File: config.mk
export PLATFORM = sky130hd
export DESIGN_NAME = fetch_pc_unit
export DESIGN_NICKNAME = d
export VERILOG_FILES = /design/src/rtl/fetch_pc_unit.sv
export SDC_FILE = /design/constraint.sdc
export NUM_CORES = 1
export LEC_CHECK = 0
export ABC_CLOCK_PERIOD_IN_PS = 3500
export BUFFER_PORTS_ARGS = -buffer_cell sky130_fd_sc_hd__buf_2
export CORE_ASPECT_RATIO = 2
export CORE_UTILIZATION = 40
export DETAILED_ROUTE_END_ITERATION = 16
export PLACE_DENSITY = 0.72
export SYNTH_ARGS = -nofsm -noshare
export SYNTH_HDL_FRONTEND = slang
export SYNTH_SLANG_ARGS = --single-unit
File: constraint.sdc
create_clock -name clk -period 3.5 [get_ports clk]
set_input_delay 0.525 -clock clk [delete_from_list [all_inputs] [get_ports clk]]
set_output_delay 0.525 -clock clk [all_outputs]
set_load 0.01 [all_outputs]
File: src/rtl/fetch_pc_unit.sv
// fetch_pc_unit: PC register and instruction-fetch stage of the MIPS core.
// Fetches over a req/ack handshake, holds the instruction for execution,
// then selects the next PC (jr > j > branch > PC+4).
// Optional build macro: ALIGN_CHECK_EN (force-align jr targets, sticky misalign flag).
module fetch_pc_unit #(
  parameter logic [31:0] RESET_PC = 32'h0000_0000
) (
  input  logic        clk,
  input  logic        reset,
  input  logic        stall,
  input  logic        PCSrc,
  input  logic        Jump,
  input  logic        JumpReg,
  input  logic [31:0] SignImm,
  input  logic [31:0] RegTarget,
  input  logic        imem_ack,
  input  logic [31:0] imem_rdata,
  output logic        imem_req,
  output logic [31:0] imem_addr,
  output logic [31:0] Instr,
  output logic        InstrValid,
  output logic [31:0] PC,
  output logic [31:0] PCPlus4,
  output logic        misalign
);

  typedef enum logic [1:0] {
    RESET_HOLD = 2'd0,
    FETCH      = 2'd1,
    EXEC       = 2'd2
  } state_t;

  state_t      state_q, state_d;
  logic [31:0] pc_q, pc_d;
  logic [31:0] instr_q, instr_d;
  logic [31:0] pc_plus4;
  logic [31:0] jump_target;
  logic [31:0] branch_target;
  logic [31:0] jr_target;
  logic        jr_misaligned;

  // Sequential + branch/jump target arithmetic, all modulo 2^32.
  always_comb begin
    pc_plus4      = pc_q + 32'd4;
    jump_target   = {pc_plus4[31:28], instr_q[25:0], 2'b00};
    branch_target = pc_plus4 + {SignImm[29:0], 2'b00};
`ifdef ALIGN_CHECK_EN
    jr_misaligned = (RegTarget[1:0] != 2'b00);
    jr_target     = {RegTarget[31:2], 2'b00};
`else
    jr_misaligned = 1'b0;
    jr_target     = RegTarget;
`endif
  end

  // Next-state, next-PC and instruction capture for the fetch/execute FSM.
  always_comb begin
    state_d = state_q;
    pc_d    = pc_q;
    instr_d = instr_q;
    unique case (state_q)
      RESET_HOLD: state_d = FETCH;
      FETCH: begin
        if (imem_ack) begin
          instr_d = imem_rdata;
          state_d = EXEC;
        end
      end
      EXEC: begin
        if (!stall) begin
          state_d = FETCH;
          if (JumpReg)    pc_d = jr_target;
          else if (Jump)  pc_d = jump_target;
          else if (PCSrc) pc_d = branch_target;
          else            pc_d = pc_plus4;
        end
      end
      default: state_d = RESET_HOLD;
    endcase
  end

  // State, PC and instruction registers with asynchronous reset.
  always_ff @(posedge clk or posedge reset) begin
    if (reset) begin
      state_q <= RESET_HOLD;
      pc_q    <= RESET_PC;
      instr_q <= '0;
    end else begin
      state_q <= state_d;
      pc_q    <= pc_d;
      instr_q <= instr_d;
    end
  end

`ifdef ALIGN_CHECK_EN
  logic misalign_q, misalign_d;

  // Sticky flag: set by a misaligned jr taken in EXEC, cleared only by reset.
  always_comb begin
    misalign_d = misalign_q;
    if (state_q == EXEC && !stall && JumpReg && jr_misaligned) misalign_d = 1'b1;
  end

  // Misalign flag register.
  always_ff @(posedge clk or posedge reset) begin
    if (reset) misalign_q <= 1'b0;
    else       misalign_q <= misalign_d;
  end

  assign misalign = misalign_q;
`else
  assign misalign = jr_misaligned;
`endif

  assign imem_req   = (state_q == FETCH);
  assign imem_addr  = pc_q;
  assign Instr      = instr_q;
  assign InstrValid = (state_q == EXEC);
  assign PC         = pc_q;
  assign PCPlus4    = pc_plus4;

endmodule

==> results.sh <==
export IMPL_status="finished with violations"
export IMPL_violations="negative setup slack"
export IMPL_grt_max_degree=43
export IMPL_worst_pin_slew_ns=0.775
export IMPL_ys_warnings_count=0
export IMPL_die_w_um=86.4
export IMPL_cp_end_kind="flop"
export IMPL_htreeDepth=3
export IMPL_grt_pass1_vias=6276
export IMPL_viasPerCell=5.53
export IMPL_cts_root_buf="clkbuf_16"
export IMPL_finalCritPeriodShare=1.01
export IMPL_synth_top_family_by_area="compound AO/OA/AOI/OAI gates"
export IMPL_synth_top_area_frac=0.290
export IMPL_multi_input_area_sq_mm=0.00389
export IMPL_crit_fanout=5
export IMPL_sequentialPowerShare=0.201
export IMPL_critical_path_arrival_ns=3.73
export IMPL_cts_tree="yes"
export IMPL_cts_buffer_depth=2
export IMPL_synth_simple_gate_area_frac=0.172
export IMPL_grt_setup_unrepaired="true"
export IMPL_grt_ovfl_total=0
export IMPL_maxSlewViolCount=0
export IMPL_dp_hpwl_mm=17.3
export IMPL_drive_above_1_share=0.478
export IMPL_synth_top_flop_cell="dfrtp_1"
export IMPL_power_per_cell_area_mw_per_mm2=947
export IMPL_syn_inst=662
export IMPL_cp_slowest_cell="or4_1"
export IMPL_worst_setup_path_start_kind="flop"
export IMPL_fp_row_count=61
export IMPL_p_sw_w=0.00347
export IMPL_die_h_um=171
export IMPL_area_growth_pct=41.3
export IMPL_ys_seq_area_frac=0.290
export IMPL_p_clk_frac=0.131
export IMPL_diodes=0
export IMPL_drt_first_pass_iters=5
export IMPL_drv_cap=0
export IMPL_ys_top_cells_by_count="dfrtp_1, nand2_1, a21oi_1"
export IMPL_postRouteWirelength_mm=22.0
export IMPL_synth_edf_count=0
export IMPL_grt_pass1_wl_mm=32.4
export IMPL_core_area_sq_mm=0.0139
export IMPL_dieArea_sq_mm=0.0147
export IMPL_p_leak_nw=3.92
export IMPL_dpl_cell_area_sq_mm=0.00744
export IMPL_vias=6230
export IMPL_clock_skew_ns=0.00460
export IMPL_combPwrFrac=0.668
export IMPL_hp_class="primary input to asynchronous set/reset pin"
export IMPL_wl_per_cell_um=19.6
export IMPL_setup_viol_count_final=1
export IMPL_async_flop_share=1.00
export IMPL_fmax_mhz=284
export IMPL_slowest_delay_ns=0.42
export IMPL_start_util=0.410
export IMPL_grt_busiest_layer="met2"
export IMPL_layout_min_cycle_time_ns=3.52
export IMPL_synthTopCellsByArea="dfrtp_1, ha_1, mux2_2, a21oi_1, xnor2_1"
export IMPL_synth_compound_area_frac=0.218
export IMPL_antenna_found_initial=0
export IMPL_port_buffers=230
export IMPL_grt_use_met3=0.0304
export IMPL_switching_share=0.456
export IMPL_synth_area_per_cell_sq_um=8.60
export IMPL_cp_common_cell="ha_4"
export IMPL_ys_ff_latch=66
export IMPL_fin_ws_ns=-0.0209
export IMPL_num_fill_cells=1323
export IMPL_yosys_area_top_type="dfrtp_1"
export IMPL_path_clk_slew_ns=0.06
export IMPL_regArea_sq_mm=0.00165
export IMPL_slew_headroom=0.484
export IMPL_hold_viol_final=0
export IMPL_crit_chain="ha_4, and4_4, nand4_1, buf_6, nor2_4, xor2_4, ha_4, a21oi_2, o21a_1, o21ai_1, a211o_1, a41oi_2, buf_4, o21ai_2, or4_1, o311ai_2, nor2_1"
export IMPL_yosys_area_share_adder=0.0826
export IMPL_place_congestion=0.931
export IMPL_path_class="flop to flop"
export IMPL_ios=234
export IMPL_cp_required_ns=3.71
export IMPL_max_vdd_ir_drop_mv=0.545
export IMPL_syn_num_nets=802
export IMPL_post_route_drc_count=0
export IMPL_drt_initial_drc_count=363
export IMPL_ys_types=75
export IMPL_synthXorXnorAreaFrac=0.0813
export IMPL_p_int_w=0.00414
export IMPL_cts_sinks=66
export IMPL_design_area_sq_mm=0.00805
export IMPL_met1_usage=0.285
export IMPL_grt_use_met2=0.555
export IMPL_ant_nets=0
export IMPL_numCtsBuffers=9
export IMPL_nNetsFinal=1072
export IMPL_worstSkewPairLatency_ns=0.33
export IMPL_synthMuxAreaShare=0.0741
export IMPL_grt_total_usage=0.296
export IMPL_report_power_total_w=0.00762
export IMPL_synth_area_sq_mm=0.00569
sequential cells by signal, summed over array words and instances, names as in the netlist:
register  flops
PC           32
state_q       2
Instr        32
area by class of cell:
class / count / area share
flip-flops and latches: 66 / 0.206
well taps: 189 / 0.0294
repair buffers: 324 / 0.231
multi-input cells: 510 / 0.483
inverters: 21 / 0.00980
clock buffers: 10 / 0.0297
clock inverters: 6 / 0.0110
worst paths after layout:
path	from	endpoint	slack (ns)	cells after the start
max	PC[3]	PC[31]	-0.02	17
min	reset	Instr[29]	0.24	2
max reg2reg	PC[3]	PC[31]	-0.02	17
min reg2reg	Instr[26]	Instr[26]	0.50	1
max in group asynchronous	reset	PC[3]	2.26	3
min in group clk	imem_ack	state_q[0]	0.40	2
layer usage:
layer | up-vias | share of wire
met3 | 83 | 0.053
met1 | 2943 | 0.32
met2 | 305 | 0.56
met5 | - | 0
li1 | 2899 | -
met4 | 0 | 0.069
critical path, delay by kind of cell, from the launching register on:
| family | cells | cell delay [ns] |
|---|---|---|
| AO/OA/AOI/OAI | 7 | 1.07 |
| XOR/XNOR | 1 | 0.23 |
| adder cells (fa/ha/maj) | 2 | 0.41 |
| buffers and inverters | 2 | 0.34 |
| flip-flops | 1 | 0.39 |
| AND/OR/NAND/NOR | 5 | 0.96 |
placed cells by master, fill, tap and decap left out, drive strengths merged, types with 8 or more instances in the layout:
master  netlist  final
a211oi       10     10
a21oi        57     57
and3         11     11
buf          41    324
clkbuf       24     10
dfrtp        66     66
ha           36     36
inv          20     21
mux2         33     33
nand2        66     66
nand3        22     22
nor2         46     46
nor2b         8      8
o211ai        9      9
o21a          9      9
o21ai        51     51
xnor2        33     33
xor2         19     19
through the flow:
step | TNS [ns] | setup WS (ns) | hold WS [ns] | instances | utilization
final | -0.0209 | -0.0209 | 0.238 | 1126 | 0.579
after global routing | -0.572 | -0.183 | 0.265 | 1126 | 0.579
after CTS | 0 | 0.00307 | 0.235 | 1125 | 0.567
after detailed placement | -0.306 | -0.0734 | 0.488 | 1107 | 0.536
after global placement | -0.0766 | -0.0277 | 0.483 | 1107 | 0.536
after floorplan | -0.0395 | -0.0395 | 0.472 | 662 | -
power by group through the flow:
stage          Sequential (W)  Combinational, W  Clock, W
2_1_floorplan         0.00170           0.00271         0
3_3_place_gp          0.00152           0.00478         0
3_5_place_dp          0.00154           0.00483         0
4_1_cts               0.00153           0.00493   0.00101
5_1_grt               0.00158           0.00548   0.00103
6_report              0.00153           0.00509  0.000997
repair_timing:
item / CTS / global route
gates resized for setup: 16 / 29
buffers inserted: 2 / 1
hold buffers: 0 / 0
setup endpoints to repair: 8 / 16
pin swaps: 7 / 18
cell families after synthesis:
logic type / Yosys count
compound gates: 190
simple gates: 192
xor+xnor: 52
flops: 66
fa+ha+maj: 37
buf+inv: 86
other cells: 1
mux: 38
Note: power is estimated with default switching activity, not from simulation.
